## src/rtl/mem_access_stage_if.sv

```systemverilog
// Data-memory bus between the memory stage and the data memory.
// The master side issues req/we/addr/wdata; the slave side returns ack/rdata.
interface mem_access_stage_if #(
  parameter int DATA_W = 16
) ();
  logic              mem_req;
  logic              mem_we;
  logic [DATA_W-1:0] mem_addr;
  logic [DATA_W-1:0] mem_wdata;
  logic              mem_ack;
  logic [DATA_W-1:0] mem_rdata;

  modport master (
    output mem_req, mem_we, mem_addr, mem_wdata,
    input  mem_ack, mem_rdata
  );

  modport slave (
    input  mem_req, mem_we, mem_addr, mem_wdata,
    output mem_ack, mem_rdata
  );
endinterface

```

## src/rtl/mem_access_stage.sv

```systemverilog
// Memory stage of the 16-bit pipelined processor.
// Non-memory instructions pass straight to the write-back registers in one
// cycle. Loads and stores are captured, issued over a req/ack bus of variable
// latency, and the upstream pipeline is stalled until the ack arrives.
// Optional feature: define MEM_TIMEOUT_EN to abort an access that has waited
// TIMEOUT cycles without ack (mem_err pulses for one cycle).
module mem_access_stage #(
  parameter int DATA_W  = 16,
  parameter int REG_W   = 3,
  parameter int TIMEOUT = 15
) (
  input  logic              clk,
  input  logic              rst,
  input  logic [DATA_W-1:0] ex_alu,
  input  logic [DATA_W-1:0] ex_data,
  input  logic [REG_W-1:0]  ex_wb,
  input  logic              ex_write_reg,
  input  logic              ex_load,
  input  logic              ex_mem_write,
  input  logic              ex_for_signal,
  mem_access_stage_if.master mem,
  output logic              stall_mem,
  output logic [DATA_W-1:0] wb_result,
  output logic [REG_W-1:0]  wb_dest,
  output logic              wb_write_reg,
  output logic              wb_for_signal,
  output logic              mem_err
);

  localparam logic [0:0] IDLE = 1'b0;
  localparam logic [0:0] WAIT = 1'b1;

  // The wait counter is 4 bits wide, so TIMEOUT must fit in it.
  if (TIMEOUT < 1 || TIMEOUT > 15) begin : g_bad_timeout
    $error("TIMEOUT must be in 1..15");
  end

  logic [0:0]        state_q, state_d;
  logic              req_q, req_d;
  logic              we_q, we_d;
  logic [DATA_W-1:0] addr_q, addr_d;
  logic [DATA_W-1:0] wdata_q, wdata_d;
  logic [REG_W-1:0]  hold_dest_q, hold_dest_d;
  logic              hold_wr_q, hold_wr_d;
  logic              hold_for_q, hold_for_d;
  logic [DATA_W-1:0] wb_res_q, wb_res_d;
  logic [REG_W-1:0]  wb_dest_q, wb_dest_d;
  logic              wb_wr_q, wb_wr_d;
  logic              wb_for_q, wb_for_d;

  logic memop;
  logic ack_seen;
  logic timeout_hit;

  // A load wins when both load and store are flagged.
  assign memop    = ex_load | ex_mem_write;
  assign ack_seen = mem.mem_ack & req_q;

`ifdef MEM_TIMEOUT_EN
  logic [3:0] cnt_q, cnt_d;
  logic       err_q;

  // Count WAIT cycles without ack; the 15th such cycle (count 14) is the abort cycle.
  assign timeout_hit = (state_q == WAIT) && !ack_seen && (cnt_q == 4'(TIMEOUT - 1));

  // Counter clears whenever idle so every access starts from zero.
  always_comb begin
    cnt_d = cnt_q;
    if (state_q == IDLE) begin
      cnt_d = 4'd0;
    end else if (!ack_seen) begin
      cnt_d = cnt_q + 4'd1;
    end
  end

  // Timeout counter and one-cycle error pulse.
  always_ff @(posedge clk or posedge rst) begin
    if (rst) begin
      cnt_q <= 4'd0;
      err_q <= 1'b0;
    end else begin
      cnt_q <= cnt_d;
      err_q <= timeout_hit;
    end
  end

  assign mem_err = err_q;
`else
  assign timeout_hit = 1'b0;
  assign mem_err     = 1'b0;
`endif

  // Next-state, bus capture, write-back selection and stall generation.
  always_comb begin
    state_d     = state_q;
    req_d       = req_q;
    we_d        = we_q;
    addr_d      = addr_q;
    wdata_d     = wdata_q;
    hold_dest_d = hold_dest_q;
    hold_wr_d   = hold_wr_q;
    hold_for_d  = hold_for_q;
    wb_res_d    = wb_res_q;
    wb_dest_d   = wb_dest_q;
    wb_wr_d     = wb_wr_q;
    wb_for_d    = wb_for_q;
    stall_mem   = 1'b0;

    case (state_q)
      IDLE: begin
        if (memop) begin
          stall_mem   = 1'b1;
          state_d     = WAIT;
          req_d       = 1'b1;
          we_d        = ~ex_load;
          addr_d      = ex_alu;
          wdata_d     = ex_data;
          hold_dest_d = ex_wb;
          hold_wr_d   = ex_write_reg;
          hold_for_d  = ex_for_signal;
          wb_wr_d     = 1'b0;
        end else begin
          wb_res_d  = ex_alu;
          wb_dest_d = ex_wb;
          wb_wr_d   = ex_write_reg;
          wb_for_d  = ex_for_signal;
        end
      end
      WAIT: begin
        if (ack_seen) begin
          // Stall drops in the ack cycle so upstream advances on this edge.
          state_d = IDLE;
          req_d   = 1'b0;
          if (!we_q) begin
            wb_res_d  = mem.mem_rdata;
            wb_dest_d = hold_dest_q;
            wb_wr_d   = hold_wr_q;
            wb_for_d  = hold_for_q;
          end else begin
            wb_wr_d = 1'b0;
          end
        end else if (timeout_hit) begin
          // Abandon the access; the instruction never writes back.
          state_d = IDLE;
          req_d   = 1'b0;
          wb_wr_d = 1'b0;
        end else begin
          stall_mem = 1'b1;
          wb_wr_d   = 1'b0;
        end
      end
      default: begin
        state_d = IDLE;
        req_d   = 1'b0;
        wb_wr_d = 1'b0;
      end
    endcase
  end

  // State, bus and write-back registers; reset abandons any access in flight.
  always_ff @(posedge clk or posedge rst) begin
    if (rst) begin
      state_q     <= IDLE;
      req_q       <= 1'b0;
      we_q        <= 1'b0;
      addr_q      <= '0;
      wdata_q     <= '0;
      hold_dest_q <= '0;
      hold_wr_q   <= 1'b0;
      hold_for_q  <= 1'b0;
      wb_res_q    <= '0;
      wb_dest_q   <= '0;
      wb_wr_q     <= 1'b0;
      wb_for_q    <= 1'b0;
    end else begin
      state_q     <= state_d;
      req_q       <= req_d;
      we_q        <= we_d;
      addr_q      <= addr_d;
      wdata_q     <= wdata_d;
      hold_dest_q <= hold_dest_d;
      hold_wr_q   <= hold_wr_d;
      hold_for_q  <= hold_for_d;
      wb_res_q    <= wb_res_d;
      wb_dest_q   <= wb_dest_d;
      wb_wr_q     <= wb_wr_d;
      wb_for_q    <= wb_for_d;
    end
  end

  assign mem.mem_req   = req_q;
  assign mem.mem_we    = we_q;
  assign mem.mem_addr  = addr_q;
  assign mem.mem_wdata = wdata_q;
  assign wb_result     = wb_res_q;
  assign wb_dest       = wb_dest_q;
  assign wb_write_reg  = wb_wr_q;
  assign wb_for_signal = wb_for_q;

endmodule

```

## src/flat_wrapper.sv

```systemverilog
// flat-port wrapper written by rule: the top's interface ports become plain ports
module mem_access_stage_flat 
#(
  parameter int DATA_W  = 16,
  parameter int REG_W   = 3,
  parameter int TIMEOUT = 15
)
  (clk, rst, ex_alu, ex_data, ex_wb, ex_write_reg, ex_load, ex_mem_write, ex_for_signal, stall_mem, wb_result, wb_dest, wb_write_reg, wb_for_signal, mem_err, mem_mem_req, mem_mem_we, mem_mem_addr, mem_mem_wdata, mem_mem_ack, mem_mem_rdata);
  mem_access_stage_if #(.DATA_W(DATA_W)) mem_i ();
  input  logic clk;
  input  logic rst;
  input  logic [DATA_W-1:0] ex_alu;
  input  logic [DATA_W-1:0] ex_data;
  input  logic [REG_W-1:0] ex_wb;
  input  logic ex_write_reg;
  input  logic ex_load;
  input  logic ex_mem_write;
  input  logic ex_for_signal;
  output logic stall_mem;
  output logic [DATA_W-1:0] wb_result;
  output logic [REG_W-1:0] wb_dest;
  output logic wb_write_reg;
  output logic wb_for_signal;
  output logic mem_err;
  output wire logic [$bits(mem_i.mem_req)-1:0] mem_mem_req;
  output wire logic [$bits(mem_i.mem_we)-1:0] mem_mem_we;
  output wire logic [$bits(mem_i.mem_addr)-1:0] mem_mem_addr;
  output wire logic [$bits(mem_i.mem_wdata)-1:0] mem_mem_wdata;
  input wire logic [$bits(mem_i.mem_ack)-1:0] mem_mem_ack;
  input wire logic [$bits(mem_i.mem_rdata)-1:0] mem_mem_rdata;
  assign mem_mem_req = mem_i.mem_req;
  assign mem_mem_we = mem_i.mem_we;
  assign mem_mem_addr = mem_i.mem_addr;
  assign mem_mem_wdata = mem_i.mem_wdata;
  assign mem_i.mem_ack = mem_mem_ack;
  assign mem_i.mem_rdata = mem_mem_rdata;
  mem_access_stage #(.DATA_W(DATA_W), .REG_W(REG_W), .TIMEOUT(TIMEOUT)) u_core (.clk(clk), .rst(rst), .ex_alu(ex_alu), .ex_data(ex_data), .ex_wb(ex_wb), .ex_write_reg(ex_write_reg), .ex_load(ex_load), .ex_mem_write(ex_mem_write), .ex_for_signal(ex_for_signal), .mem(mem_i), .stall_mem(stall_mem), .wb_result(wb_result), .wb_dest(wb_dest), .wb_write_reg(wb_write_reg), .wb_for_signal(wb_for_signal), .mem_err(mem_err));
endmodule
```

## config.mk

```make
export PLATFORM = sky130hd
export DESIGN_NAME = mem_access_stage_flat
export DESIGN_NICKNAME = d
export VERILOG_FILES = /design/src/rtl/mem_access_stage_if.sv /design/src/rtl/mem_access_stage.sv /design/src/flat_wrapper.sv
export SDC_FILE = /design/constraint.sdc
export NUM_CORES = 1
export LEC_CHECK = 0
export BUFFER_PORTS_ARGS = -buffer_cell sky130_fd_sc_hd__clkbuf_2
export CAP_MARGIN = 20
export CORE_AREA = 2 2 79 89
export CTS_CLUSTER_SIZE = 30
export DETAILED_ROUTE_END_ITERATION = 10
export DIE_AREA = 0 0 81 91
export GPL_TIMING_DRIVEN = 0
export PLACE_DENSITY = 0.73
export SLEW_MARGIN = 20
export SYNTH_ARGS = -nofsm -noshare
export SYNTH_HDL_FRONTEND = slang
export SYNTH_SLANG_ARGS = --single-unit
```

## constraint.sdc

```tcl
create_clock -name clk -period 1.8 [get_ports clk]
set_input_delay 0.36 -clock clk [delete_from_list [all_inputs] [get_ports clk]]
set_output_delay 0.36 -clock clk [all_outputs]
set_load 0.005 [all_outputs]
```

# Word level (Yosys, flattened, before mapping)
# Cells that the tools add are included.
dict set report word_totals {
  ff_bits 61
  in_bits 58
  out_inout_bits 57
}
dict set report op_classes {
  eq_ne 4
  mux 22
  bitwise_logic 4
  n_reduce_logical 3
}
# cell n
set op_table {}
lappend op_table {{$mux W16} 3}
lappend op_table {{$pmux W16 S2} 1}
lappend op_table {{$mux W1} 10}
lappend op_table {{$mux W3} 3}
lappend op_table {{$pmux W1 S2} 4}
lappend op_table {{$ne A2 B2 Y1 const B} 3}
lappend op_table {{$pmux W3 S2} 1}
lappend op_table {{$reduce_and A2 Y1} 2}
lappend op_table {{$reduce_and A3 Y1} 1}
lappend op_table {{$ne A2 B1 Y1 const B} 1}
lappend op_table {{$not A1 Y1} 2}
lappend op_table {{$and A1 B1 Y1} 1}
lappend op_table {{$or A1 B1 Y1} 1}

# Logic depth before layout (Yosys ltp)
# Gate-level depths: netlist of run 1.
dict set report logic_depth {
  ltp_word 3
  depth_mapped 4
  depth_no_buf 3
}

# Worst setup path before layout of run 1
# No wires, ideal clock.
dict set report synth_timing {
  kind {reg2reg}
  startpoint {register u_core.state_q}
  endpoint {register u_core.wb_dest_q[0], in the netlist u_core.wb_dest[0]}
  setup_ns 0.125
  arrival_ns 1.262
  required_time_ns 1.675
  slack_ns 0.413
  stages_incl_launch_ff 5
  period_less_slack_ns 1.387
  path_cell_list {dfrtp_1 -> nor3_2 -> o21bai_4 -> buf_8 -> mux2_4}
}
dict set report synth_between {
  elab_chain_cells 3
  elab_cells_between_ends 6
  classes_between {eq/ne: 3; mux: 1; bitwise: 1; reduce/logical: 1}
}
# item line_no
set synth_lines {}
lappend synth_lines {{start, declared} mem_access_stage.sv:38} ;# logic [0:0] state_q, state_d;
lappend synth_lines {{start signal, assigned} mem_access_stage.sv:176} ;# state_q <= state_d;
lappend synth_lines {{$not A1 Y1 (no source line)} --}
lappend synth_lines {{$ne A2 B2 Y1 (no source line)} --}
lappend synth_lines {{$reduce_and A3 Y1 (no source line)} --}
lappend synth_lines {{end signal, assigned} mem_access_stage.sv:185} ;# wb_dest_q <= wb_dest_d;
lappend synth_lines {{end, declared} mem_access_stage.sv:47} ;# logic [REG_W-1:0] wb_dest_q, wb_dest_d;
# Parallel ways exist; a longest one is shown, timed or not.
# A chain may end at the register's enable or synchronous reset.

# Worst setup path after layout of run 1
dict set report layout_timing {
  startpoint {register u_core.state_q}
  endpoint {output stall_mem}
}
dict set report layout_between {
  elab_chain_cells 2
}
# item line_no
set layout_lines {}
lappend layout_lines {{$not A1 Y1 (no source line)} --}
lappend layout_lines {{$pmux W1 S2 *} mem_access_stage.sv:109} ;# case (state_q)
lappend layout_lines {{end, declared} flat_wrapper.sv:19} ;# output logic stall_mem;
# Every way passes the cells marked *; elsewhere a longest branch is shown, timed or not.

==> key figures, run 1 <==
Outcome
  – Status: complete, no violations

Layout
  – Final Core Density: a little under three fifths
  – N_diodes: 0
  – Layout cell share with drive strength beyond 1: 75.2%
  – Most frequent cells in the layout: 113 x clkbuf_2, 61 x dfrtp_1, 57 x mux2_2
  – Synthesis-to-layout area growth: 34.8%
  – Most common cell after layout, fill and taps aside: clkbuf_2
  – Nets@finish: roughly 340

Floorplan
  – Core ar.: between 6000 and 7000 µm²
  – Rows: 31
  – Starting Density: 40.9%
  – Die area: ~7400 µm²
  – Width of the die: around 81 µm
  – Io pins: between 100 and 150
  – Die extent in y: approximately 91 µm

Clock network
  – # hold bufs at CTS: 0
  – Clock transition at the registers of the reported paths: around 0.060 ns
  – Post-CTS Setup Bufs: 0
  – CTS root buf: clkbuf_8
  – Resized cells post-CTS: 0
  – TritonCTS Buffers: 9
  – CTS max path bufs: 2
  – Worst skew pair latency: 0.33 ns
  – Htree depth: 3
  – CTS tree: yes
  – Clk sink count: 61

Power
  – VDD IR max: between 0.0008 and 0.0009 V
  – Power per Cell Area: roughly 1500 nW/µm²
  – Leak: 1.78 nW

Timing
  – Setup repair after global routing missed its margin: false
  – Final hold vios: 0
  – Final setup viols: 0
  – Final worst-path setup slack: 0.139 ns
  – Max_slew headroom: approximately 55%
  – Final Cycle Share: between 90% and 100%
  – Fmax: between 600 and 700 MHz
  – Least-Margin Pin Slew: 0.673 ns
  – Minimum clock period after layout: roughly 1.7 ns
  – Clock skew: between 0.005 and 0.006 ns
  – Final Max Tran Viols: 0
  – Setup tns final: 0 ns

Detailed routing
  – Vias per cell: about 4.7
  – Initial DRT Pass Iterations: 4
  – Routed Antenna Nets: 0
  – WL/cell: ~15 µm
  – Iteration-0 DRC count of the detailed router: 45
  – WL final: between 5 and 6 mm
  – Vias: 1748
  – Remaining DRCs: 0

Synthesis
  – Mean Syn Cell Area: around 16 µm²
  – Largest area contributor in the netlist: dfrtp_1
  – Seq cells post-synth: just over 60
  – Synth top area share: approximately 58%
  – Syn Inst Count: 160
  – Seq/Total Area, Yosys: 58.0%
  – Syn_nets: 218
  – Top post-synthesis cells by area: dfrtp_1 58%, mux2_2 24%, mux2_4 11%, buf_4 1.4%, buf_8 1.1%
  – Synth warn: 0
  – Netlist cell types: 18
  – Post-synth design cell area: approximately 2600 µm²

Critical path
  – Category of the most critical setup path: register to primary output
  – R2r setup slk: between 0.2 and 0.3 ns
  – CP Launch Point: u_core.state_q
  – FF-to-FF Start: u_core.state_q
  – Worst-path fanout max: 6
  – Worst EP arrival: roughly 1.3 ns
  – Worst Setup EP: stall_mem
  – Reg2Reg Depth: 4
  – Setup crit end kind: primary output
  – Worst EP required: 1.44 ns
  – R2r endpoint: u_core.wb_result[4]
  – Setup crit start kind: register

Global routing
  – Overflow after GRT: 0
  – Initial antenna violation count: 0
  – Gr usage total: between 10% and 20%
  – First-pass GRT wire length: 8.36 mm
  – Met1 Usage GRT: 19.5%
  – Most Crowded Layer GR: met2
  – M3 GR Usage: under 10%
  – Pin count of the biggest net entering global routing: 33
  – Number of global-route vias before repair: 1711
  – GR Util met2: between 20% and 30%

Placed design
  – Pre-CTS WS: ~0.27 ns
  – Port bufs: around 110
  – Hpwl dp: 4.09 mm
  – Placer Congestion: between 0.6 and 0.7

Min path
  – Worst min-delay path class: input port to asynchronous set/reset pin

Job
  – Max-cap violation count: 0
## cell type report
cell class | instances | area, µm²
timing repair buffer | 114 | 586
inverter | 2 | 11.3
clock inverter | 4 | 70.1
sequential | 61 | 1530
tap | 82 | 103
multi-input combinational | 88 | 1020
fill | 578 | 2890
clock buffer | 12 | 155
buffer | 9 | 77.6
## worst max-delay path, stage by stage (launching register included)
cell and delay (ns):
dfrtp_1 0.44, nand3_1 0.19, nor2b_1 0.19, clkbuf_2 0.15
## cell families after synthesis
family / Yosys count / synth area share [%]
AND/OR/NAND/NOR: 5 / 1.09
buffers and inverters: 11 / 3.23
other: 1 / 0.142
AO/OA/AOI/OAI: 5 / 1.81
flip-flops: 61 / 58.0
multiplexers: 77 / 35.8
## cells in the mapped netlist
cell	count
buf_2	2
nor3_2	1
nor2b_1	1
o21bai_1	1
mux2_4	20
o21ai_0	1
a22o_1	1
a22oi_1	1
nor2_1	1
buf_8	2
mux2_2	57
dfrtp_1	61
nand3_1	1
nand2_1	1
o21bai_4	1
inv_1	2
buf_4	5
conb_1	1
## worst min-delay path by stage
stage                                 from                 endpoint  depth (start not counted)
after floorplan           u_core.hold_wr_q      u_core.wb_write_reg                          1
after global placement    u_core.hold_wr_q      u_core.wb_write_reg                          1
after detailed placement               rst     u_core.wb_result[14]                          2
after CTS                              rst     u_core.wb_result[13]                          2
after global routing                   rst  u_core.mem.mem_addr[13]                          2
final                                  rst     u_core.wb_result[14]                          2
## power breakdown
group          internal, W  total [W]  leakage, nW  switching [W]
combinational      0.00105    0.00157        0.937       0.000521
sequential         0.00203    0.00238        0.725       0.000345
clock             0.000851    0.00137        0.116       0.000519
## per-stage QoR
| stage | hold slack [ns] | total power, W | cell area, µm² | cells |
|---|---|---|---|---|
| floorplan | 0.460 | 0.00317 | 2640 | 160 |
| global placement | 0.473 | 0.00392 | 3310 | 355 |
| detailed placement | 0.479 | 0.00400 | 3330 | 356 |
| CTS | 0.120 | 0.00540 | 3550 | 372 |
| global route | 0.155 | 0.00567 | 3550 | 372 |
| finish | 0.113 | 0.00531 | 3550 | 372 |
## layer usage
metal | vias up | share of wire [%]
met1 | 848 | 43
met5 | - | 0
li1 | 814 | -
met4 | 0 | 1.9
met3 | 11 | 8.2
met2 | 75 | 47
(Power assumes the default switching activity.)
==> run 2: changes to the inputs <==
--- a/config.mk
+++ b/config.mk
@@ -5,12 +5,12 @@
 export SDC_FILE = /design/constraint.sdc
 export NUM_CORES = 1
 export LEC_CHECK = 0
-export BUFFER_PORTS_ARGS = -buffer_cell sky130_fd_sc_hd__clkbuf_2
 export CAP_MARGIN = 20
-export CORE_AREA = 2 2 79 89
+export CORE_AREA = 2 2 69 77
 export CTS_CLUSTER_SIZE = 30
 export DETAILED_ROUTE_END_ITERATION = 10
-export DIE_AREA = 0 0 81 91
+export DIE_AREA = 0 0 71 79
+export DONT_BUFFER_PORTS = 1
 export GPL_TIMING_DRIVEN = 0
 export PLACE_DENSITY = 0.73
 export SLEW_MARGIN = 20
==> run 2 against run 1 <==
Die area fell by 24%. Maximum frequency rose by 5.7%. Worst hold slack improved by 0.031 ns. Total power fell by 17%. Critical path depth fell by 1. Flip-flop and latch count did not move. Register-to-register slack improved by 0.04 ns. First-iteration DRC count fell by 22%. Global-route usage rose by 2.5 points. Design area fell by 18%. Critical path type unchanged.
==> key figures, run 2 (synthesized netlist as in run 1, its figures left out) <==
Placed design
  – Hpwl dp: 3.55 mm (-13%)
  – Port bufs: 0 (-100%)
  – Pre-CTS WS: 0.293 ns (+0.0259 ns)
  – Placer Congestion: 0.731 (+5.2%)
  – Post-DP Area: 2730 µm² (-18%)

Layout
  – Seq. cell area: 1530 µm² (unchanged)
  – Nets@finish: 231 (-33%)
  – N_diodes: 0 (unchanged)
  – Most common cell after layout, fill and taps aside: dfrtp_1
  – Footprint of the multi-input gates: 1020 µm² (unchanged)
  – Synthesis-to-layout area growth: 10.3%
  – Layout cell share with drive strength beyond 1: 58.5% (-17 points)
  – Non-Filler Cell Area, Final: 2910 µm² (-18%)
  – Layout fillers: 387 (-33%)
  – Most frequent cells in the layout: 61 x dfrtp_1, 57 x mux2_2, 20 x mux2_4

Floorplan
  – Rows: 27 (-13%)
  – Io pins: 115 (unchanged)
  – Width of the die: 71 µm (-12%)
  – Starting Density: 53.8% (+13 points)
  – Die extent in y: 79 µm (-13%)
  – Die area: 5610 µm² (-24%)
  – Core ar.: 4900 µm² (-24%)

Timing
  – Final Cycle Share: 87.3% (-5.0 points)
  – Final hold vios: 0 (unchanged)
  – Setup repair after global routing missed its margin: false
  – Final Max Tran Viols: 0 (unchanged)
  – Least-Margin Pin Slew: 0.560 ns (-0.113 ns)
  – Final setup viols: 0 (unchanged)
  – Max_slew headroom: 62.6% (+7.6 points)
  – Setup tns final: 0 ns (unchanged)
  – Hold_ws: 0.143 ns (+0.0306 ns)
  – Minimum clock period after layout: 1.57 ns (-0.0896 ns)
  – Final worst-path setup slack: 0.228 ns (+0.0896 ns)
  – Fmax: 636 MHz (+5.7%)
  – Clock skew: 0.00567 ns (+0.000303 ns)

Power
  – Power per Cell Area: 1520 nW/µm² (+1.5%)
  – VDD IR max: 0.000757 V (-5.5%)
  – Leak: 1.28 nW (-28%)

Detailed routing
  – Vias: 1322 (-24%)
  – Remaining DRCs: 0 (unchanged)
  – Initial DRT Pass Iterations: 3 (-1)
  – WL/cell: 20.6 µm (+41%)
  – Iteration-0 DRC count of the detailed router: 35 (-22%)
  – Routed Antenna Nets: 0 (unchanged)
  – WL final: 4.82 mm (-12%)
  – Vias per cell: 5.65 (+20%)

Clock network
  – Clock transition at the registers of the reported paths: 0.06 ns (about the same)
  – Clk sink count: 61 (unchanged)
  – Post-CTS Setup Bufs: 0 (unchanged)
  – CTS tree: yes
  – TritonCTS Buffers: 9 (unchanged)
  – Resized cells post-CTS: 0 (unchanged)
  – Htree depth: 3 (unchanged)
  – Worst skew pair latency: 0.32 ns (about the same)
  – CTS max path bufs: 2 (unchanged)
  – CTS root buf: clkbuf_8

Critical path
  – Worst-path fanout max: 3 (-3)
  – Setup crit start kind: register
  – Setup crit end kind: primary output
  – Worst EP required: 1.44 ns (about the same)
  – Category of the most critical setup path: register to primary output
  – Worst EP arrival: 1.21 ns (-0.09 ns)

Global routing
  – Pin count of the biggest net entering global routing: 37 (+12%)
  – Most Crowded Layer GR: met2
  – GR Util met2: 28.8% (+5.4 points)
  – M3 GR Usage: 6.73% (+1.6 points)
  – First-pass GRT wire length: 7.38 mm (-12%)
  – Number of global-route vias before repair: 1459 (-15%)
  – Met1 Usage GRT: 20.5% (+0.95 points)
  – Overflow after GRT: 0 (unchanged)
  – Initial antenna violation count: 0 (unchanged)
  – Gr usage total: 17.8% (+2.5 points)

Outcome
  – Status: complete, no violations

Min path
  – Worst min-delay path class: input port to register

Job
  – Max-cap violation count: 0 (unchanged)
run 2: what timing repair did:
| item | CTS | global route |
|---|---|---|
| hold endpoints to repair | 25 | 0 |
| hold buffers | 1 | 0 |
| endpoints found under the setup margin | 0 | 0 |
run 2: per-layer routing:
layer | part of all wire (%) | wire length (µm) | vias up
li1 | - | - | 592
met1 | 37 | 1790 | 645
met2 | 52 | 2530 | 76
met3 | 9.0 | 435 | 9
met4 | 1.3 | 64 | 0
met5 | 0 | 0 | -
run 2: power breakdown:
| part | internal [W] | switching [W] |
|---|---|---|
| logic | 0.000624 | 0.000213 |
| registers | 0.00204 | 0.000512 |
| clock network | 0.000555 | 0.000472 |
| total | 0.00322 | 0.00120 |
run 2: stage by stage:
step | util [%] | power [W] | instances
5_1_grt | 59.3 | 0.00467 | 234
2_1_floorplan | - | 0.00317 | 160
4_1_cts | 59.3 | 0.00448 | 234
3_5_place_dp | 55.7 | 0.00343 | 219
3_3_place_gp | 55.3 | 0.00333 | 218
6_report | 59.3 | 0.00441 | 234
run 2: critical path, cell delays in order (launching register included):
cell and delay, ns:
dfrtp_1 0.42, nand3_1 0.19, nor2b_1 0.29
run 2: area by class of cell:
cell class | count | area share, %
multi-input cells | 88 | 35.2
plain buffers | 9 | 2.67
flip-flops and latches | 61 | 52.5
clock buffers | 12 | 5.34
inverters | 2 | 0.388
repair buffers | 2 | 1.03
well taps | 58 | 2.50
clock inverters | 2 | 0.345
run 2: path summary, 6_finish.rpt:
check / start / end / slack, ns / depth (start not counted)
min in group asynchronous: rst / u_core.mem.mem_wdata[12] / 0.58 / 2
max in group asynchronous: rst / u_core.mem.mem_addr[14] / 0.67 / 3
hold reg to reg: u_core.hold_wr_q / u_core.wb_write_reg / 0.50 / 1
setup reg to reg: u_core.state_q / u_core.wb_result[13] / 0.30 / 4
setup / recovery: u_core.mem.mem_req / stall_mem / 0.23 / 2
hold / removal: mem_mem_ack / u_core.mem.mem_req / 0.14 / 1
==> run 3: changes to the inputs <==
--- a/config.mk
+++ b/config.mk
@@ -6,13 +6,13 @@
 export NUM_CORES = 1
 export LEC_CHECK = 0
 export CAP_MARGIN = 20
-export CORE_AREA = 2 2 69 77
+export CORE_AREA = 2 2 73 82
 export CTS_CLUSTER_SIZE = 30
 export DETAILED_ROUTE_END_ITERATION = 10
-export DIE_AREA = 0 0 71 79
+export DIE_AREA = 0 0 75 84
 export DONT_BUFFER_PORTS = 1
 export GPL_TIMING_DRIVEN = 0
-export PLACE_DENSITY = 0.73
+export PLACE_DENSITY = 0.65
 export SLEW_MARGIN = 20
 export SYNTH_ARGS = -nofsm -noshare
 export SYNTH_HDL_FRONTEND = slang
==> run 3 against run 2 <==
Flip-flop and latch count unchanged. Worst hold slack lost 0.14 ns. Clock power grew 14%. First-iteration DRC count grew 34%. Sequential power about the same.
==> key figures, run 3 (synthesized netlist as in run 1, its figures left out) <==
Outcome
  – Status: complete, no violations

Critical path
  – Worst EP arrival: 1.20 ns (about the same)
  – Setup crit start kind: register
  – Worst-path fanout max: 6 (+3)
  – CP Launch Point: u_core.state_q
  – Category of the most critical setup path: register to primary output
  – CP max stage cell: dfrtp_1
  – Worst EP required: 1.44 ns (about the same)
  – FF-to-FF Start: u_core.state_q
  – Setup crit end kind: primary output
  – CP peak stage delay: 0.43 ns (about the same)
  – Critical path, cell by cell: nand3_1, nor2b_1

Global routing
  – Overflow after GRT: 0 (unchanged)
  – First-pass GRT wire length: 7.84 mm (+6.3%)
  – M3 GR Usage: 7.61% (+0.88 points)
  – Met1 Usage GRT: 18.4% (-2.1 points)
  – Most Crowded Layer GR: met2
  – GR Util met2: 29.0% (+0.24 points)
  – Gr usage total: 17.2% (-0.62 points)
  – Initial antenna violation count: 0 (unchanged)
  – Number of global-route vias before repair: 1629 (+12%)
  – Pin count of the biggest net entering global routing: 34 (-8.1%)

Clock network
  – CTS tree: yes
  – CTS max path bufs: 2 (unchanged)
  – CTS root buf: clkbuf_8
  – Clk sink count: 61 (unchanged)
  – Clock transition at the registers of the reported paths: 0.07 ns (about the same)
  – TritonCTS Buffers: 9 (unchanged)
  – Htree depth: 3 (unchanged)
  – Resized cells post-CTS: 0 (unchanged)
  – Worst skew pair latency: 0.32 ns (about the same)
  – Post-CTS Setup Bufs: 0 (unchanged)
  – # hold bufs at CTS: 0 (-1)

Layout
  – Nets@finish: 230 (-0.43%)
  – Layout fillers: 448 (+16%)
  – Layout cell share with drive strength beyond 1: 59.3% (+0.80 points)
  – Most frequent cells in the layout: 61 x dfrtp_1, 57 x mux2_2, 20 x mux2_4
  – Synthesis-to-layout area growth: 11.8%
  – Non-Filler Instances: 254 (+8.5%)
  – Most common cell after layout, fill and taps aside: dfrtp_1
  – N_diodes: 0 (unchanged)

Floorplan
  – Starting Density: 47.4% (-6.3 points)
  – Core ar.: 5550 µm² (+13%)
  – Die area: 6300 µm² (+12%)
  – Die extent in y: 84 µm (+6.3%)
  – Rows: 29 (+7.4%)
  – Io pins: 115 (unchanged)
  – Width of the die: 75 µm (+5.6%)

Timing
  – Least-Margin Pin Slew: 0.709 ns (+0.149 ns)
  – Final hold vios: 0 (unchanged)
  – Setup tns final: 0 ns (unchanged)
  – Final setup viols: 0 (unchanged)
  – Fmax: 642 MHz (+0.86%)
  – Final Max Tran Viols: 0 (unchanged)
  – Max_slew headroom: 52.7% (-9.9 points)
  – Setup repair after global routing missed its margin: false
  – Minimum clock period after layout: 1.56 ns (-0.0135 ns)
  – Clock skew: 0.0100 ns (+0.00437 ns)
  – Final Cycle Share: 86.6% (-0.75 points)

Power
  – Sw power: 0.00123 W (+2.7%)
  – P_int: 0.00333 W (+3.4%)
  – Combinational Power Share: 18.3% (-0.7 points)
  – VDD IR max: 0.000841 V (+11%)
  – Leak: 1.29 nW (+0.83%)
  – Seq pwr share: 56.2% (-1.6 points)
  – Power per Cell Area: 1550 nW/µm² (+1.9%)
  – Clock power share: 25.6% (+2.3 points)
  – Sw frac: 27.0% (-0.13 points)

Min path
  – Worst min-delay path class: input port to asynchronous set/reset pin

Placed design
  – Placer Congestion: 0.729 (-0.27%)
  – Port bufs: 0 (unchanged)
  – Placed Cells: 238 (+8.7%)
  – Hpwl dp: 3.67 mm (+3.4%)

Detailed routing
  – Routed Antenna Nets: 0 (unchanged)
  – Initial DRT Pass Iterations: 3 (unchanged)
  – Vias per cell: 5.39 (-4.6%)
  – Iteration-0 DRC count of the detailed router: 47 (+34%)
  – Vias: 1369 (+3.6%)
  – WL final: 4.97 mm (+3.1%)
  – WL/cell: 19.6 µm (-5.0%)
  – Remaining DRCs: 0 (unchanged)

Job
  – Max-cap violation count: 0 (unchanged)
run 3: power by group through the flow:
stage | sequential [W] | clock [W] | combinational (W)
detailed placement | 0.00258 | 0 | 0.000849
floorplan | 0.00242 | 0 | 0.000753
global route | 0.00266 | 0.00127 | 0.000913
global placement | 0.00256 | 0 | 0.000783
finish | 0.00256 | 0.00117 | 0.000832
CTS | 0.00257 | 0.00120 | 0.000847
run 3: through the flow:
step | utilization, % | total power [W] | hold WS [ns] | cell area (µm²) | worst slack, ns
global route | 53.1 | 0.00484 | 0.0492 | 2950 | 0.165
floorplan | - | 0.00317 | 0.460 | 2640 | 0.413
global placement | 49.2 | 0.00334 | 0.475 | 2730 | 0.305
CTS | 53.1 | 0.00462 | 0.0167 | 2950 | 0.216
detailed placement | 49.6 | 0.00343 | 0.377 | 2750 | 0.289
finish | 53.1 | 0.00456 | 0.00723 | 2950 | 0.242
run 3: cell type report:
cell class              instances  area (µm²)  area share (%)
clock inverters                 5        50.0            1.70
inverters                       2        11.3           0.382
flip-flops and latches         61        1530            51.8
well taps                      77        96.3            3.27
plain buffers                   9        77.6            2.63
multi-input cells              88        1020            34.7
clock buffers                  11         141            4.80
repair buffers                  1        20.0           0.680
run 3: path summary, 6_finish.rpt:
| path | endpoint | slack [ns] | cells after the start |
|---|---|---|---|
| max | stall_mem | 0.24 | 2 |
| min | u_core.mem.mem_addr[15] | 0.007 | 1 |
| max reg2reg | u_core.wb_dest[2] | 0.29 | 4 |
| min reg2reg | u_core.wb_write_reg | 0.51 | 1 |
| max in group asynchronous | u_core.mem.mem_addr[11] | 1.23 | 2 |
| min in group clk | u_core.mem.mem_req | 0.14 | 1 |
run 3: critical path, delay by kind of cell, from the launching register on:
kind | cells | cell delay, ns
and+or+nand+nor | 2 | 0.44
DFF | 1 | 0.43
run 3: metal layers:
layer  vias to the layer above  wire length (µm)
li1                        592                 -
met1                       697              1830
met2                        74              2660
met3                         6               430
met4                         0                57
met5                         -                 0
